**src/rtl/ads1115_scan_scheduler_if.sv**
```systemverilog
// Command/response bundle between the ADS1115 scan scheduler (master) and the I2C engine (slave).
// The engine pulses done once per strobed command; nack and rdata are only meaningful with done.
interface ads1115_scan_scheduler_if;
  logic        i2c_start;
  logic        i2c_rw;
  logic [6:0]  i2c_addr;
  logic [7:0]  i2c_reg;
  logic [15:0] i2c_wdata;
  logic        i2c_only_reg;
  logic        i2c_done;
  logic        i2c_nack;
  logic [15:0] i2c_rdata;

  modport master (
    output i2c_start, i2c_rw, i2c_addr, i2c_reg, i2c_wdata, i2c_only_reg,
    input  i2c_done, i2c_nack, i2c_rdata
  );

  modport slave (
    input  i2c_start, i2c_rw, i2c_addr, i2c_reg, i2c_wdata, i2c_only_reg,
    output i2c_done, i2c_nack, i2c_rdata
  );
endinterface

```
**src/rtl/ads1115_scan_scheduler.sv**
```systemverilog
// Sweeps enabled ADS1115 inputs: config write, conversion wait, pointer write, word read per channel.
// Define ADS_SCAN_LEVEL_EN to build the per-channel level comparators; otherwise level reads 0.
module ads1115_scan_scheduler #(
  parameter logic [6:0] ADS_ADDR         = 7'h48,
  parameter int         CONV_WAIT_CYCLES = 400000,
  parameter int         ENG_TIMEOUT      = 65535
`ifdef ADS_SCAN_LEVEL_EN
  ,
  parameter logic [15:0] LOW_TH   = 16'h0FA0,
  parameter logic [15:0] HIGH_TH  = 16'h59D8,
  parameter logic [15:0] FAULT_TH = 16'h7D00
`endif
) (
  input  logic                            clk,
  input  logic                            rst,
  input  logic                            scan_en,
  input  logic [3:0]                      ch_mask,
  ads1115_scan_scheduler_if.master        bus,
  output logic [63:0]                     result,
  output logic [3:0]                      result_valid,
  output logic [1:0]                      cur_ch,
  output logic                            busy,
  output logic                            sweep_done,
  output logic [7:0]                      err_cnt,
  output logic [7:0]                      level
);

  typedef enum logic [3:0] {IDLE, CFG, CFG_W, CONV, PTR, PTR_W, RD, RD_W, NEXT} state_t;

  state_t      state, state_nxt;
  logic [31:0] timer;
  logic [3:0]  mask_q;
  logic [1:0]  next_ch;
  logic        has_next;
  logic        in_wait, timer_hit, cmd_ok, abort, rd_ok, start_sweep;

  function automatic logic [1:0] lowest_set(input logic [3:0] m);
    logic [1:0] r;
    r = 2'd0;
    for (int i = 3; i >= 0; i--) if (m[i]) r = 2'(i);
    return r;
  endfunction

  always_comb begin
    has_next = 1'b0;
    next_ch  = 2'd0;
    for (int i = 3; i >= 0; i--) begin
      if (mask_q[i] && (i > int'(cur_ch))) begin
        has_next = 1'b1;
        next_ch  = 2'(i);
      end
    end
  end

  assign in_wait   = state inside {CFG_W, PTR_W, RD_W};
  assign timer_hit = (state == CONV) ? (timer == 32'(CONV_WAIT_CYCLES - 1))
                                     : (timer == 32'(ENG_TIMEOUT - 1));
  // A done pulse takes priority over a timeout landing in the same cycle.
  assign cmd_ok    = in_wait && bus.i2c_done && !bus.i2c_nack;
  assign abort     = in_wait && ((bus.i2c_done && bus.i2c_nack) || (!bus.i2c_done && timer_hit));
  assign rd_ok     = cmd_ok && (state == RD_W);

  always_ff @(posedge clk or posedge rst) begin
    if (rst) state <= IDLE;
    else     state <= state_nxt;
  end

  always_comb begin
    state_nxt = state;
    case (state)
      IDLE:  if (scan_en && ch_mask != 4'd0) state_nxt = CFG;
      CFG:   state_nxt = CFG_W;
      CFG_W: if (cmd_ok) state_nxt = CONV; else if (abort) state_nxt = NEXT;
      CONV:  if (timer_hit) state_nxt = PTR;
      PTR:   state_nxt = PTR_W;
      PTR_W: if (cmd_ok) state_nxt = RD; else if (abort) state_nxt = NEXT;
      RD:    state_nxt = RD_W;
      RD_W:  if (cmd_ok || abort) state_nxt = NEXT;
      NEXT: begin
        if (!scan_en)                 state_nxt = IDLE;
        else if (has_next)            state_nxt = CFG;
        else if (ch_mask != 4'd0)     state_nxt = CFG;
        else                          state_nxt = IDLE;
      end
      default: state_nxt = IDLE;
    endcase
  end

  always_comb begin
    bus.i2c_start    = state inside {CFG, PTR, RD};
    bus.i2c_rw       = state inside {RD, RD_W};
    bus.i2c_only_reg = state inside {PTR, PTR_W};
    bus.i2c_addr     = (state inside {CFG, CFG_W, PTR, PTR_W, RD, RD_W}) ? ADS_ADDR : 7'h00;
    bus.i2c_reg      = (state inside {CFG, CFG_W}) ? 8'h01 : 8'h00;
    bus.i2c_wdata    = (state inside {CFG, CFG_W}) ? {2'b11, cur_ch, 12'h383} : 16'h0000;
    busy             = (state != IDLE);
    sweep_done       = (state == NEXT) && (!scan_en || !has_next);
  end

  // New sweep: either from IDLE or wrapping around at the end of a sweep with scan_en still high.
  assign start_sweep = ((state == IDLE) || (state == NEXT && !has_next)) && (state_nxt == CFG);

  always_ff @(posedge clk or posedge rst) begin
    if (rst) begin
      timer        <= 32'd0;
      mask_q       <= 4'd0;
      cur_ch       <= 2'd0;
      err_cnt      <= 8'd0;
      result       <= 64'd0;
      result_valid <= 4'd0;
    end else begin
      timer        <= (state_nxt != state || state == IDLE) ? 32'd0 : timer + 32'd1;
      result_valid <= 4'd0;
      if (start_sweep) begin
        mask_q <= ch_mask;
        cur_ch <= lowest_set(ch_mask);
      end else if (state == NEXT && state_nxt == CFG) begin
        cur_ch <= next_ch;
      end
      if (abort && err_cnt != 8'hFF) err_cnt <= err_cnt + 8'd1;
      if (rd_ok) begin
        result[{cur_ch, 4'b0000} +: 16] <= bus.i2c_rdata;
        result_valid[cur_ch]            <= 1'b1;
      end
    end
  end

`ifdef ADS_SCAN_LEVEL_EN
  logic [1:0] lvl_code;

  always_comb begin
    if (bus.i2c_rdata < LOW_TH || bus.i2c_rdata > FAULT_TH) lvl_code = 2'b00;
    else if (bus.i2c_rdata > HIGH_TH)                       lvl_code = 2'b10;
    else                                                    lvl_code = 2'b01;
  end

  always_ff @(posedge clk or posedge rst) begin
    if (rst)        level <= 8'h00;
    else if (rd_ok) level[{cur_ch, 1'b0} +: 2] <= lvl_code;
  end
`else
  assign level = 8'h00;
`endif

endmodule

```
**src/flat_wrapper.sv**
```systemverilog
// flat-port wrapper written by rule: the top's interface ports become plain ports
module ads1115_scan_scheduler_flat 
#(
  parameter logic [6:0] ADS_ADDR         = 7'h48,
  parameter int         CONV_WAIT_CYCLES = 400000,
  parameter int         ENG_TIMEOUT      = 65535

)
  (clk, rst, scan_en, ch_mask, result, result_valid, cur_ch, busy, sweep_done, err_cnt, level, bus_i2c_start, bus_i2c_rw, bus_i2c_addr, bus_i2c_reg, bus_i2c_wdata, bus_i2c_only_reg, bus_i2c_done, bus_i2c_nack, bus_i2c_rdata);
  ads1115_scan_scheduler_if bus_i ();
  input  logic clk;
  input  logic rst;
  input  logic scan_en;
  input  logic [3:0] ch_mask;
  output logic [63:0] result;
  output logic [3:0] result_valid;
  output logic [1:0] cur_ch;
  output logic busy;
  output logic sweep_done;
  output logic [7:0] err_cnt;
  output logic [7:0] level;
  output wire logic [$bits(bus_i.i2c_start)-1:0] bus_i2c_start;
  output wire logic [$bits(bus_i.i2c_rw)-1:0] bus_i2c_rw;
  output wire logic [$bits(bus_i.i2c_addr)-1:0] bus_i2c_addr;
  output wire logic [$bits(bus_i.i2c_reg)-1:0] bus_i2c_reg;
  output wire logic [$bits(bus_i.i2c_wdata)-1:0] bus_i2c_wdata;
  output wire logic [$bits(bus_i.i2c_only_reg)-1:0] bus_i2c_only_reg;
  input wire logic [$bits(bus_i.i2c_done)-1:0] bus_i2c_done;
  input wire logic [$bits(bus_i.i2c_nack)-1:0] bus_i2c_nack;
  input wire logic [$bits(bus_i.i2c_rdata)-1:0] bus_i2c_rdata;
  assign bus_i2c_start = bus_i.i2c_start;
  assign bus_i2c_rw = bus_i.i2c_rw;
  assign bus_i2c_addr = bus_i.i2c_addr;
  assign bus_i2c_reg = bus_i.i2c_reg;
  assign bus_i2c_wdata = bus_i.i2c_wdata;
  assign bus_i2c_only_reg = bus_i.i2c_only_reg;
  assign bus_i.i2c_done = bus_i2c_done;
  assign bus_i.i2c_nack = bus_i2c_nack;
  assign bus_i.i2c_rdata = bus_i2c_rdata;
  ads1115_scan_scheduler #(.ADS_ADDR(ADS_ADDR), .CONV_WAIT_CYCLES(CONV_WAIT_CYCLES), .ENG_TIMEOUT(ENG_TIMEOUT)) u_core (.clk(clk), .rst(rst), .scan_en(scan_en), .ch_mask(ch_mask), .bus(bus_i), .result(result), .result_valid(result_valid), .cur_ch(cur_ch), .busy(busy), .sweep_done(sweep_done), .err_cnt(err_cnt), .level(level));
endmodule
```
**config.mk**
```make
export PLATFORM = sky130hd
export DESIGN_NAME = ads1115_scan_scheduler_flat
export DESIGN_NICKNAME = d
export VERILOG_FILES = /design/src/rtl/ads1115_scan_scheduler_if.sv /design/src/rtl/ads1115_scan_scheduler.sv /design/src/flat_wrapper.sv
export SDC_FILE = /design/constraint.sdc
export NUM_CORES = 1
export LEC_CHECK = 0
export BUFFER_PORTS_ARGS = -buffer_cell sky130_fd_sc_hd__buf_2
export CORE_UTILIZATION = 35
export CTS_CLUSTER_DIAMETER = 150
export DETAILED_ROUTE_END_ITERATION = 8
export GPL_TIMING_DRIVEN = 0
export PLACE_DENSITY = 0.55
export REMOVE_ABC_BUFFERS = 1
export SLEW_MARGIN = 15
export SYNTH_ARGS = -nofsm -noshare
export SYNTH_HDL_FRONTEND = slang
export SYNTH_SLANG_ARGS = --single-unit
```
**constraint.sdc**
```tcl
create_clock -name clk -period 4.2 [get_ports clk]
set_input_delay 0.42 -clock clk [delete_from_list [all_inputs] [get_ports clk]]
set_output_delay 0.42 -clock clk [all_outputs]
set_load 0.01 [all_outputs]
```
# [Word-level counts from Yosys, hierarchy flattened]
# Index checks and enable logic that the tools add are counted.
[word_totals] register_bits=118
[classes] n_addsub=3 order_cmp=5 n_eq_ne=13 shifts=2 mux=31 reduce_logical=35
[ops] operator="$bwmux 64" count=1
[ops] operator="$shift 16x8->64 const A" count=1
[ops] operator="$shiftx 16x8->64" count=1
[ops] operator="$mux 4" count=9
[ops] operator="$pmux 4 s9" count=1
[ops] operator="$add 32x1->32 const B" count=1
[ops] operator="$eq 32x16->1 const B" count=1
[ops] operator="$eq 32x19->1 const B" count=1
[ops] operator="$mux 32" count=1
[ops] operator="$mux 2" count=9
[ops] operator="$eq 4x3->1 const B" count=4
[ops] operator="$logic_and 1x1->1" count=16
[ops] operator="$mux 16" count=1
[ops] operator="$add 8x1->8 const B" count=1
[ops] operator="$eq 4x1->1 const B" count=2
[ops] operator="$eq 4x2->1 const B" count=2
[ops] operator="$ne 8x8->1 const B" count=1
[ops] operator="$neg 6->8" count=1
[ops] operator="$reduce_bool 2->1" count=4
[ops] operator="$reduce_bool 4->1" count=2
[ops] operator="$mux 1" count=7
[ops] operator="$mux 7" count=1
[ops] operator="$reduce_bool 3->1" count=2
[ops] operator="$reduce_bool 6->1" count=1
[ops] operator="10 further kinds" count=18

# [Logic depth before layout (Yosys ltp)]
# Gate-level depths: netlist (run 1).
[depth] word_depth=12 ltp_mapped=9 mapped_depth_nobuf=8

# [Least setup slack after synthesis (run 1)]
# Ideal clock, no wire load.
[synth_timing] kind="register to register" startpoint="reg u_core.cur_ch[0]" endpoint="reg u_core.timer[10]" setup_ns=0.096 t_arrival_ns=2.512 path_slack_ns=1.593 path_stages_with_launch=10 path_buffers=1 period_less_slack_ns=2.607 cell_sequence="dfrtp_1 -> inv_1 -> ha_1 -> and2_1 -> o31ai_1 -> a21oi_1 -> nor4_1 -> nor2_1 -> buf_2 -> nor4_2"
[synth_between] elab_chain_len=11
[synth_lines] element="start, declared" line="ads1115_scan_scheduler.sv:21" text="output logic [1:0] cur_ch,"
[synth_lines] element="start signal, assigned" line="ads1115_scan_scheduler.sv:116" text="cur_ch <= lowest_set(ch_mask);"
[synth_lines] element="start signal, assigned" line="ads1115_scan_scheduler.sv:118" text="cur_ch <= next_ch;"
[synth_lines] element="$gt 2x2->1" line="ads1115_scan_scheduler.sv:48" text="if (mask_q[i] && (i > int'(cur_ch))) begin"
[synth_lines] element="$logic_and 1x1->1" line="ads1115_scan_scheduler.sv:48"
[synth_lines] element="$mux 1 (2 in a row)" line="ads1115_scan_scheduler.sv:48"
[synth_lines] element="$mux 1 (*)" line="ads1115_scan_scheduler.sv:48"
[synth_lines] element="$mux 4 (*)" line="ads1115_scan_scheduler.sv:81" text="else if (has_next) state_nxt = CFG;"
[synth_lines] element="$mux 4 (*)" line="ads1115_scan_scheduler.sv:80" text="if (!scan_en) state_nxt = IDLE;"
[synth_lines] element="$pmux 4 s9 (*)" line="ads1115_scan_scheduler.sv:70" text="case (state)"
[synth_lines] element="$ne 4x4->1 (*)" line="ads1115_scan_scheduler.sv:112" text="timer <= (state_nxt != state || state == IDLE) ? 32'd0 : timer + 32'd1;"
[synth_lines] element="$logic_or 1x1->1 (*)" line="ads1115_scan_scheduler.sv:112"
[synth_lines] element="$mux 32 (*)" line="ads1115_scan_scheduler.sv:112"
[synth_lines] element="end signal, assigned" line="ads1115_scan_scheduler.sv:112"
[synth_lines] element="end, declared" line="ads1115_scan_scheduler.sv:31" text="logic [31:0] timer;"
# Mark *: on every way between the ends. The rest lies on a longest branch, timed or not.
# A chain may end at the register's enable or synchronous reset.

# [Final worst setup path (run 1)]
[layout_timing] startpoint="reg u_core.cur_ch[0]" endpoint="reg u_core.timer[28]"
# Same word-level chain as after synthesis.

==> impl_summary.txt, run 1 <==
----------------------------------------------------
[Global routing]
  Wire length of the first global-routing pass ... 24050 microns
  Initial antenna violation count ... 0
  Via count of the first global-routing pass ... 4660
  Total routing resource utilization after global routing ... 17.01%
  Pin count of the biggest net entering global routing ... 74
  Total overflow reported by the global router ... 0

[Detailed routing]
  Count of TritonRoute iterations in the first routing pass ... 4
  Violation count after the first detailed-routing iteration ... 318
  Total Wirelength ... 14630 microns
  Total via count in the routed design ... 4892
  DR WL/cell ... 15.04 microns
  Number of nets still failing antenna checks after routing ... 0
  Via density ... 5.028
  Residual DRC count ... 0

[Floorplanning]
  Floorplan Core Area ... 16760 sq um
  Initial core utilization ... 36.30%
  Horizontal extent of the die ... 133.9 microns
  Vertical extent of the die ... 133.9 microns
  DIE AREA ... 17920 sq um
  Site row count ... 47
  IO Count ... 147

[Synthesis]
  Fraction of the yosys area taken by sequential cells ... 48.12%
  Most used standard cell by instance count after synthesis ... nand2_1
  Prevailing post-synth register cell ... dfrtp_1
  Post-synthesis cell type count ... 56
  Share of the synthesized area in the top cell type ... 48.12%
  Fraction of the mapped netlist area in adder cells ... 2.056%
  Mean post-synth cell area ... 9.537 sq um
  Number of instances in the synthesized netlist ... 638
  Compound-gate portion of the synthesized area ... 9.048%
  Combinational family with the most area after synthesis ... simple AND/OR/NAND/NOR gates
  Post-synthesis simple-gate area fraction ... 26.24%
  Number of warning messages in the yosys log ... 0
  XOR/XNOR share of the synthesized area ... 5.470%
  Netlist Area Pre-Place ... 6085 sq um
  Mux share of post-synthesis cell area ... 1.481%
  Proportion of register bits with asynchronous set or reset after synthesis ... 100.0%
  Main area contributors after synthesis ... dfrtp_1 (48%), nand2_1 (9.4%), nor4_2 (6.2%), o21ai_0 (5.9%), buf_4 (4.7%)
  FF+latch count, synth ... 117
  Number of flops mapped to enable cells by yosys ... 0
  Cell types with the highest counts after synthesis ... nand2_1 (152), dfrtp_1 (117), o21ai_0 (72), buf_4 (38), nor4_2 (30)
  Most area-hungry cell type in the Yosys netlist ... dfrtp_1

[STA]
  Final Critical Period ... 3.395 ns
  Worst slew slack as a fraction of its limit ... 31.13%
  Post-route worst hold slack ... 0.01360 ns
  Worst Skew ... 0.008046 ns
  Achievable Freq ... 0.2945 GHz
  Hold Violations, Final ... 0
  Number of endpoints failing setup at the final stage ... 0
  Slew at the pin closest to its max-slew limit ... 1.030 ns
  Period utilization ... 80.84%
  Final Max Tran Viols ... 0
  Unrepaired setup endpoints after global routing ... false

[Final layout]
  Ant. Diodes ... 0
  Fin cells ... 973
  Post-route standard cell area excluding fillers ... 7431 sq um
  Fraction of final layout cells sized beyond drive strength 1 ... 27.09%
  Fillers ... 1621
  Sequential Area ... 2928 sq um
  Number of nets in the finished design ... 776
  Layout Area Growth over Synthesis ... 22.13%
  Area occupied by multi-input gates ... 2836 sq um

[Clock tree]
  Hold-fix buffer count after cts ... 0
  CTS tree ... built
  Deepest level of the CTS H-tree ... 4
  Setup Buffers After CTS ... 0
  Number of sinks driven by the clock tree ... 117
  Clk Latency, worst-skew pair ... 0.41 ns
  Post-CTS clock slew at the launch and capture registers of the worst setup and hold paths ... 0.05 ns
  Clock root buffer master ... clkbuf_16
  Worst-case clock buffer depth ... 2
  Number of resized instances in the post-cts repair step ... 0
  Clock buffers created by TritonCTS ... 17

[Worst hold path]
  Worst hold path class ... primary input to asynchronous set/reset pin

[Place]
  Instance area after placement ... 6810 sq um
  Port buffer count ... 119
  Half-perimeter wire length of the detailed placement result ... 10220 microns
  Number of instances in the placed design ... 942
  Final weighted congestion in routability-driven placement ... 0.8109

[Setup path]
  Required time of the critical path ... 4.51 ns
  Kind of cell adding the most delay to the critical path ... simple AND/OR/NAND/NOR gates
  Crit. path cell count ... 9
  Cell type of the slowest stage on the worst timing path ... o31ai_1
  Register-to-Register Path Depth ... 9
  Category of the worst setup path capture point ... flip-flop
  Buffer and inverter count on the worst path ... 2
  Crit Path Max Fanout ... 21
  Critical Path AT ... 3.70 ns
  Slowest cell delay on critical path ... 0.59 ns
  Type of the worst setup path ... flip-flop to flip-flop
  Worst-path cell chain ... inv_1 > ha_1 > and2_1 > o31ai_1 > a21oi_1 > nor4_1 > nor2_4 > buf_12 > nor4_2
  Kind of start point of the critical path ... flip-flop

[Power and ir drop]
  Power share of the sequential group ... 31.2%
  Switching power share of the total ... 35.97%
  Overall power ... 4222 uW
  Maximum vdd drop ... 0.3202 mV
  Comb power frac ... 33.1%
  Leakage power ... 0.003367 uW
  Clk network pwr share ... 35.7%
  Total power density per cell area ... 568.2 nW/um^2
  Int Pwr ... 2704 uW
  Sw Pwr ... 1519 uW

[Run status]
  Status ... completed

[Job]
  Maximum capacitance violations ... 0

----------------------------------------------------
-- per-stage QoR --
stage	worst slack [ns]	utilization, %	setup TNS (ns)
after floorplan	0.2578	-	0
after global placement	-0.6902	39.53	-99.06
after detailed placement	0.8699	40.63	0
after CTS	0.8092	44.34	0
after global routing	0.4417	44.34	0
final	0.8047	44.34	0
-- kinds of logic after synthesis --
group / after synthesis
flops: 117
mux: 8
xor+xnor: 38
other cells: 1
fa+ha+maj: 10
simple gates: 292
compound gates: 95
buf+inv: 77
-- placed cells by master (no fill, tap or decap), types with 3 or more instances in the layout --
| master | n |
|---|---|
| bufinv_16 | 3 |
| clkbuf_16 | 17 |
| clkbuf_8 | 5 |
| xor2_1 | 29 |
| conb_1 | 27 |
| and2_1 | 7 |
| nor2_1 | 14 |
| buf_16 | 3 |
| nand2_1 | 152 |
| ha_1 | 10 |
| and3_1 | 5 |
| or3_1 | 3 |
| dfrtp_1 | 117 |
| nor3_1 | 10 |
| buf_2 | 119 |
| nor4_1 | 12 |
| nand4_1 | 10 |
| a21oi_1 | 4 |
| nor2b_1 | 5 |
| mux2_2 | 5 |
| o21ai_0 | 72 |
| nand3_1 | 21 |
| nor4_2 | 30 |
| nor3b_2 | 3 |
| inv_1 | 7 |
| xnor2_1 | 9 |
-- cell type report --
| cell class | instances | area share, % |
|---|---|---|
| Sequential cell | 117 | 39.40 |
| Multi-Input combinational cell | 470 | 38.17 |
| Timing Repair Buffer | 127 | 9.901 |
| Clock buffer | 24 | 6.752 |
| Tap cell | 220 | 3.704 |
| Clock inverter | 7 | 1.600 |
| Inverter | 8 | 0.4715 |
-- routing by layer --
metal | up-vias | GRT usage, % | routed length, microns
li1 | 2347 | - | -
met1 | 2361 | 22.82 | 6834
met2 | 165 | 27.09 | 6828
met3 | 19 | 3.590 | 770
met4 | 0 | 6.124 | 196
met5 | - | 0 | 0
-- power by group through the flow --
stage          combinational, uW  clock, uW  sequential [uW]
2_1_floorplan                785          0             1320
3_3_place_gp                1180          0             1330
3_5_place_dp                1400          0             1340
4_1_cts                     1410       1540             1320
5_1_grt                     1530       1600             1330
6_report                    1400       1510             1320
-- sequential cells by signal, summed over array words and instances (netlist names) --
register             cells
u_core.timer            32
u_core.mask_q            3
u_core.result_valid      4
u_core.state             4
u_core.result           64
u_core.cur_ch            2
u_core.err_cnt           8
-- final timing paths --
kind / from / endpoint / slack [ns]
min in group clk: bus_i2c_rdata[6] / u_core.result[38] / 0.28
max: u_core.cur_ch[0] / u_core.timer[28] / 0.80
min reg2reg: u_core.result[31] / u_core.result[31] / 0.47
min: rst / u_core.mask_q[3] / 0.01
max in group asynchronous: rst / u_core.timer[24] / 3.47
max reg2reg: u_core.cur_ch[0] / u_core.timer[28] / 0.80
No activity file was read; power rests on OpenSTA's default activity.
==> run 2, diff against run 1 <==
--- a/config.mk
+++ b/config.mk
@@ -10,7 +10,7 @@
 export CTS_CLUSTER_DIAMETER = 150
 export DETAILED_ROUTE_END_ITERATION = 8
 export GPL_TIMING_DRIVEN = 0
-export PLACE_DENSITY = 0.55
+export PLACE_DENSITY = 0.57
 export REMOVE_ABC_BUFFERS = 1
 export SLEW_MARGIN = 15
 export SYNTH_ARGS = -nofsm -noshare
==> constraint.sdc (replaced) <==
create_clock -name clk -period 3.1 [get_ports clk]
set_input_delay 0.31 -clock clk [delete_from_list [all_inputs] [get_ports clk]]
set_output_delay 0.31 -clock clk [all_outputs]
set_load 0.01 [all_outputs]
==> run 2 against run 1 <==
  * Routed wire length is 0.86% lower
  * Clock power is 31% higher
  * Largest power group unchanged
  * Final cell count is 0.72% higher
  * Sequential cell count stayed put
  * Die area stayed put
  * Worst hold slack better by 0.15 ns
  * Core utilization is 0.28 points higher
==> impl_summary.txt, run 2 (same netlist as run 1, synthesis figures left out) <==
----------------------------------------------------
[Setup path]
  Most numerous cell on the critical path ... nor4_2
  Required time of the critical path ... 3.42 ns
  Slowest cell delay on critical path ... 0.51 ns
  Crit Path Max Fanout ... 21
  Category of the worst setup path capture point ... flip-flop
  Cell type of the slowest stage on the worst timing path ... dfrtp_1
  Buffer and inverter count on the worst path ... 2
  Type of the worst setup path ... flip-flop to flip-flop
  Kind of cell adding the most delay to the critical path ... simple AND/OR/NAND/NOR gates
  Worst-path cell chain ... inv_1 > ha_1 > and2_1 > o31ai_4 > a21oi_1 > nor4_2 > nor2_4 > buf_12 > nor4_2
  Kind of start point of the critical path ... flip-flop
  Critical Path AT ... 3.24 ns

[STA]
  Sum of negative setup slack ... 0 ns
  Post-route worst hold slack ... 0.1606 ns
  Number of endpoints failing setup at the final stage ... 0
  Final Max Tran Viols ... 0
  Worst slew slack as a fraction of its limit ... 31.94%
  Unrepaired setup endpoints after global routing ... true
  Period utilization ... 94.24%
  Worst Skew ... 0.008820 ns
  Achievable Freq ... 0.3423 GHz
  Final Critical Period ... 2.921 ns
  Slew at the pin closest to its max-slew limit ... 1.018 ns
  Hold Violations, Final ... 0

[Clock tree]
  Deepest level of the CTS H-tree ... 4
  CTS tree ... built
  Clk Latency, worst-skew pair ... 0.42 ns
  Clock buffers created by TritonCTS ... 17
  Post-CTS clock slew at the launch and capture registers of the worst setup and hold paths ... 0.06 ns
  Clock root buffer master ... clkbuf_16
  Worst-case clock buffer depth ... 2
  Number of sinks driven by the clock tree ... 117

[Place]
  Port buffer count ... 119
  Instance area after placement ... 6803 sq um
  Final weighted congestion in routability-driven placement ... 0.8184
  Half-perimeter wire length of the detailed placement result ... 10230 microns

[Detailed routing]
  Number of nets still failing antenna checks after routing ... 0
  Count of TritonRoute iterations in the first routing pass ... 4
  Via density ... 4.963
  Total Wirelength ... 14500 microns
  DR WL/cell ... 14.80 microns
  Total via count in the routed design ... 4864
  Violation count after the first detailed-routing iteration ... 291
  Residual DRC count ... 0

[Floorplanning]
  Vertical extent of the die ... 133.9 microns
  DIE AREA ... 17920 sq um
  Initial core utilization ... 36.30%
  Site row count ... 47
  Floorplan Core Area ... 16760 sq um
  IO Count ... 147
  Horizontal extent of the die ... 133.9 microns

[Final layout]
  Post-route standard cell area excluding fillers ... 7477 sq um
  Sequential Area ... 2933 sq um
  Fraction of final layout cells sized beyond drive strength 1 ... 28.82%
  Commonest non-fill, non-tap cell in the layout ... nand2_1
  Leading cell types in the layout, fill and taps excluded ... nand2_1 (152), buf_2 (119), dfrtp_1 (113), o21ai_0 (72), nor4_2 (31)
  Number of flip-flops in the largest register ... 64
  Ant. Diodes ... 0
  Number of nets in the finished design ... 782
  Layout Area Growth over Synthesis ... 22.89%
  Largest Register ... u_core.result
  Top flop regs ... u_core.result: 64 flops, u_core.timer: 32 flops, u_core.err_cnt: 8 flops
  Area occupied by multi-input gates ... 2864 sq um
  Fillers ... 1592

[Job]
  Maximum capacitance violations ... 0

[Global routing]
  Pin count of the biggest net entering global routing ... 77
  Via count of the first global-routing pass ... 4634
  Initial antenna violation count ... 0
  Total routing resource utilization after global routing ... 16.91%
  Total overflow reported by the global router ... 0
  Wire length of the first global-routing pass ... 23890 microns

[Power and ir drop]
  Maximum vdd drop ... 0.3670 mV
  Leakage power ... 0.003377 uW
  Total power density per cell area ... 762.5 nW/um^2

[Worst hold path]
  Worst hold path class ... primary input to flip-flop

[Run status]
  Status ... completed

----------------------------------------------------
[run 2: cell count changes in the layout (fill, tap and decap cells not counted), moves of 2 or more]
cell      before  now
inv_6          1    6
dfrtp_1      117  113
buf_4          2    9
buf_6          2    0
clkbuf_1       2    0
clkbuf_8       5    0
clkinv_4       1    3
dfrtp_2        0    4
[run 2: cell type report]
type	count	share of cell area (%)
inverters	8	0.4685
repair buffers	133	10.37
well taps	220	3.681
multi-input cells	470	38.30
clock buffers	17	5.689
flip-flops and latches	117	39.22
clock inverters	15	2.259
[run 2: layer usage]
layer	up-vias	wire [microns]	track usage, %	share of wire (%)
li1	2360	-	-	-
met1	2333	6731	22.76	46
met2	154	6750	26.63	47
met3	17	836	3.968	5.8
met4	0	186	5.871	1.3
met5	-	0	0	0
[run 2: report_power, final]
group / internal (uW) / switching (uW)
registers: 1620 / 166
clock network: 1200 / 780
logic: 700 / 1230
[run 2: worst paths after layout]
path | slack, ns | depth (start not counted) | end | from
max in group asynchronous | 1.92 | 4 | u_core.result[14] | rst
min in group asynchronous | 0.47 | 3 | u_core.err_cnt[0] | rst
setup / recovery | 0.18 | 9 | u_core.timer[28] | u_core.cur_ch[0]
hold reg to reg | 0.47 | 2 | u_core.result[62] | u_core.result[62]
setup reg to reg | 0.18 | 9 | u_core.timer[28] | u_core.cur_ch[0]
hold / removal | 0.16 | 3 | u_core.result[20] | bus_i2c_rdata[4]
[run 2: metrics by stage]
step / cells / util (%) / total power (uW) / setup WS (ns)
finish: 980 / 44.61 / 5701 / 0.1785
global route: 980 / 44.61 / 6001 / -0.1636
CTS: 977 / 44.35 / 5739 / 0.01486
detailed placement: 942 / 40.59 / 3700 / -0.2671
global placement: 934 / 39.53 / 3386 / -1.701
floorplan: 595 / - / 2854 / -0.8422
[run 2: tightest hold or removal path: stages]
cell and delay (ns):
buf_2 0.12, nand2_1 0.05, o21ai_0 0.06
[run 2: repair_timing]
action | CTS | global route
gates resized for setup | 2 | 6
endpoints found under the hold margin | 41 | 0
setup buffers | 2 | 3
pin swaps | 1 | 2
gates cloned | 0 | 0
hold buffers | 1 | 0
endpoints found under the setup margin | 30 | 95
==> run 3, diff against run 2 <==
--- a/config.mk
+++ b/config.mk
@@ -6,11 +6,12 @@
 export NUM_CORES = 1
 export LEC_CHECK = 0
 export BUFFER_PORTS_ARGS = -buffer_cell sky130_fd_sc_hd__buf_2
+export CORE_ASPECT_RATIO = 0.6
 export CORE_UTILIZATION = 35
 export CTS_CLUSTER_DIAMETER = 150
 export DETAILED_ROUTE_END_ITERATION = 8
 export GPL_TIMING_DRIVEN = 0
-export PLACE_DENSITY = 0.57
+export PLACE_DENSITY = 0.55
 export REMOVE_ABC_BUFFERS = 1
 export SLEW_MARGIN = 15
 export SYNTH_ARGS = -nofsm -noshare
==> constraint.sdc (replaced) <==
create_clock -name clk -period 3.61 [get_ports clk]
set_input_delay 0.361 -clock clk [delete_from_list [all_inputs] [get_ports clk]]
set_output_delay 0.361 -clock clk [all_outputs]
set_load 0.01 [all_outputs]
==> run 3 against run 2 <==
  * The run now ends with hold timing left
  * Core utilization increased by 0.30 points
  * Clock power fell by 8%
  * Register-to-register slack improved by 0.02 ns
  * Design area decreased by 0.17%
  * Largest cell class unchanged
==> impl_summary.txt, run 3 (same netlist as run 1, synthesis figures left out) <==
----------------------------------------------------
[Place]
  Port buffer count ... 119
  Placement Setup Slack ... 0.1692 ns
  Final weighted congestion in routability-driven placement ... 0.8160
  Half-perimeter wire length of the detailed placement result ... 11270 microns
  Number of instances in the placed design ... 950

[Clock tree]
  Number of sinks driven by the clock tree ... 117
  Clock root buffer master ... clkbuf_16
  Setup Buffers After CTS ... 0
  Post-CTS clock slew at the launch and capture registers of the worst setup and hold paths ... 0.06 ns
  Worst-case clock buffer depth ... 2
  Number of resized instances in the post-cts repair step ... 0
  Clock buffers created by TritonCTS ... 17
  Hold-fix buffer count after cts ... 0
  CTS tree ... built
  Deepest level of the CTS H-tree ... 4
  Clk Latency, worst-skew pair ... 0.42 ns

[Setup path]
  Minimum setup slack among reg-to-reg paths ... 0.20 ns
  Category of the worst setup path capture point ... flip-flop
  Required time of the critical path ... 3.91 ns
  Cell type of the slowest stage on the worst timing path ... dfrtp_1
  Register-to-Register Path Depth ... 8
  Type of the worst setup path ... flip-flop to flip-flop
  Slowest cell delay on critical path ... 0.70 ns
  Startpoint of the lowest-slack register-to-register path ... u_core.state[0]
  Crit Path Max Fanout ... 17
  Kind of start point of the critical path ... flip-flop
  Critical Path AT ... 3.71 ns
  Worst-path cell chain ... nand4bb_1 > or4_4 > a211oi_4 > a311o_2 > inv_1 > nor2_4 > buf_16 > nor4_2
  Endpoint of the most critical register-to-register path ... u_core.timer[25]

[Final layout]
  Number of flip-flops in the largest register ... 64
  Fraction of final layout cells sized beyond drive strength 1 ... 27.45%
  Fillers ... 1580
  Layout Utilization ... 44.91%
  Fin cells ... 982
  Top flop regs ... u_core.result: 64 flops, u_core.timer: 32 flops, u_core.err_cnt: 8 flops
  Ant. Diodes ... 0
  Commonest non-fill, non-tap cell in the layout ... nand2_1
  Leading cell types in the layout, fill and taps excluded ... nand2_1 (152), buf_2 (119), dfrtp_1 (117), o21ai_0 (72), nor4_2 (31)
  Layout Area Growth over Synthesis ... 22.68%
  Largest Register ... u_core.result
  Number of nets in the finished design ... 776

[Floorplanning]
  Site row count ... 36
  Initial core utilization ... 36.61%
  Floorplan Core Area ... 16620 sq um
  Vertical extent of the die ... 104.1 microns
  Horizontal extent of the die ... 172.2 microns
  IO Count ... 147
  DIE AREA ... 17930 sq um

[Run status]
  Status ... finished with violations
  Violations in the final reports ... hold timing

[Global routing]
  Initial antenna violation count ... 0
  Total overflow reported by the global router ... 0
  Total routing resource utilization after global routing ... 18.28%
  Via count of the first global-routing pass ... 4659
  Pin count of the biggest net entering global routing ... 64
  Wire length of the first global-routing pass ... 25340 microns

[STA]
  Final Critical Period ... 3.408 ns
  Unrepaired setup endpoints after global routing ... false
  Sum of negative setup slack ... 0 ns
  Post-route worst hold slack ... -0.01931 ns
  Number of endpoints failing setup at the final stage ... 0
  Final Max Tran Viols ... 0
  Period utilization ... 94.40%
  Worst slew slack as a fraction of its limit ... 24.72%
  Final setup slack of the worst path ... 0.2022 ns
  Hold Violations, Final ... 8
  Slew at the pin closest to its max-slew limit ... 1.121 ns
  Worst Skew ... 0.01215 ns
  Achievable Freq ... 0.2934 GHz

[Detailed routing]
  Total via count in the routed design ... 4990
  Via density ... 5.081
  Total Wirelength ... 15850 microns
  DR WL/cell ... 16.14 microns
  Number of nets still failing antenna checks after routing ... 0
  Count of TritonRoute iterations in the first routing pass ... 5
  Residual DRC count ... 0
  Violation count after the first detailed-routing iteration ... 210

[Worst hold path]
  Worst hold path class ... primary input to asynchronous set/reset pin

[Power and ir drop]
  Maximum vdd drop ... 0.4112 mV
  Leakage power ... 0.003372 uW
  Total power density per cell area ... 675.4 nW/um^2
  Overall power ... 5042 uW

[Job]
  Maximum capacitance violations ... 0

----------------------------------------------------
run 3: layer usage:
metal / GRT usage (%) / share of wire [%] / vias up
met4: 6.321 / 1.1 / 0
met2: 25.75 / 44 / 160
met5: 0 / 0 / -
met3: 3.957 / 4.8 / 13
met1: 27.26 / 50 / 2465
li1: - / - / 2352
run 3: cell type report:
type | instances | area (sq um) | share of cell area (%)
Clock buffer | 19 | 442.9 | 5.934
Clock inverter | 13 | 195.2 | 2.615
Inverter | 8 | 35.03 | 0.4693
Multi-Input combinational cell | 470 | 2843 | 38.08
Sequential cell | 117 | 2928 | 39.22
Tap cell | 228 | 285.3 | 3.822
Timing Repair Buffer | 127 | 735.7 | 9.856
run 3: worst max path at each step:
stage / startpoint / endpoint / slack [ns] / depth (start not counted)
2_1_floorplan: u_core.timer[7] / u_core.timer[10] / -0.33 / 6
3_3_place_gp: u_core.state[3] / u_core.timer[22] / -1.24 / 6
3_5_place_dp: u_core.cur_ch[0] / u_core.timer[12] / 0.17 / 9
4_1_cts: u_core.cur_ch[0] / u_core.timer[12] / 0.15 / 9
5_1_grt: u_core.state[3] / u_core.timer[29] / 0.05 / 8
6_report: u_core.state[0] / u_core.timer[25] / 0.20 / 8
run 3: critical path: cells and delay by family, from the launching register on:
| kind | cells | cell delay (ns) |
|---|---|---|
| AO/OA/AOI/OAI | 2 | 0.76 |
| buffers and inverters | 2 | 0.35 |
| flip-flops | 1 | 0.70 |
| AND/OR/NAND/NOR | 4 | 1.47 |
run 3: power by group:
part | total (uW) | leakage, uW | internal, uW | switching (uW)
combinational | 1670 | 0.00146 | 591 | 1080
sequential | 1540 | 0.00161 | 1390 | 150
clock | 1830 | 0.000301 | 1180 | 650
run 3: metrics by stage:
stage	hold slack [ns]	area [sq um]
floorplan	0.4721	5754
global placement	0.4564	6635
detailed placement	0.4519	6820
CTS	0.01252	7458
global route	0.02098	7465
finish	-0.01931	7465
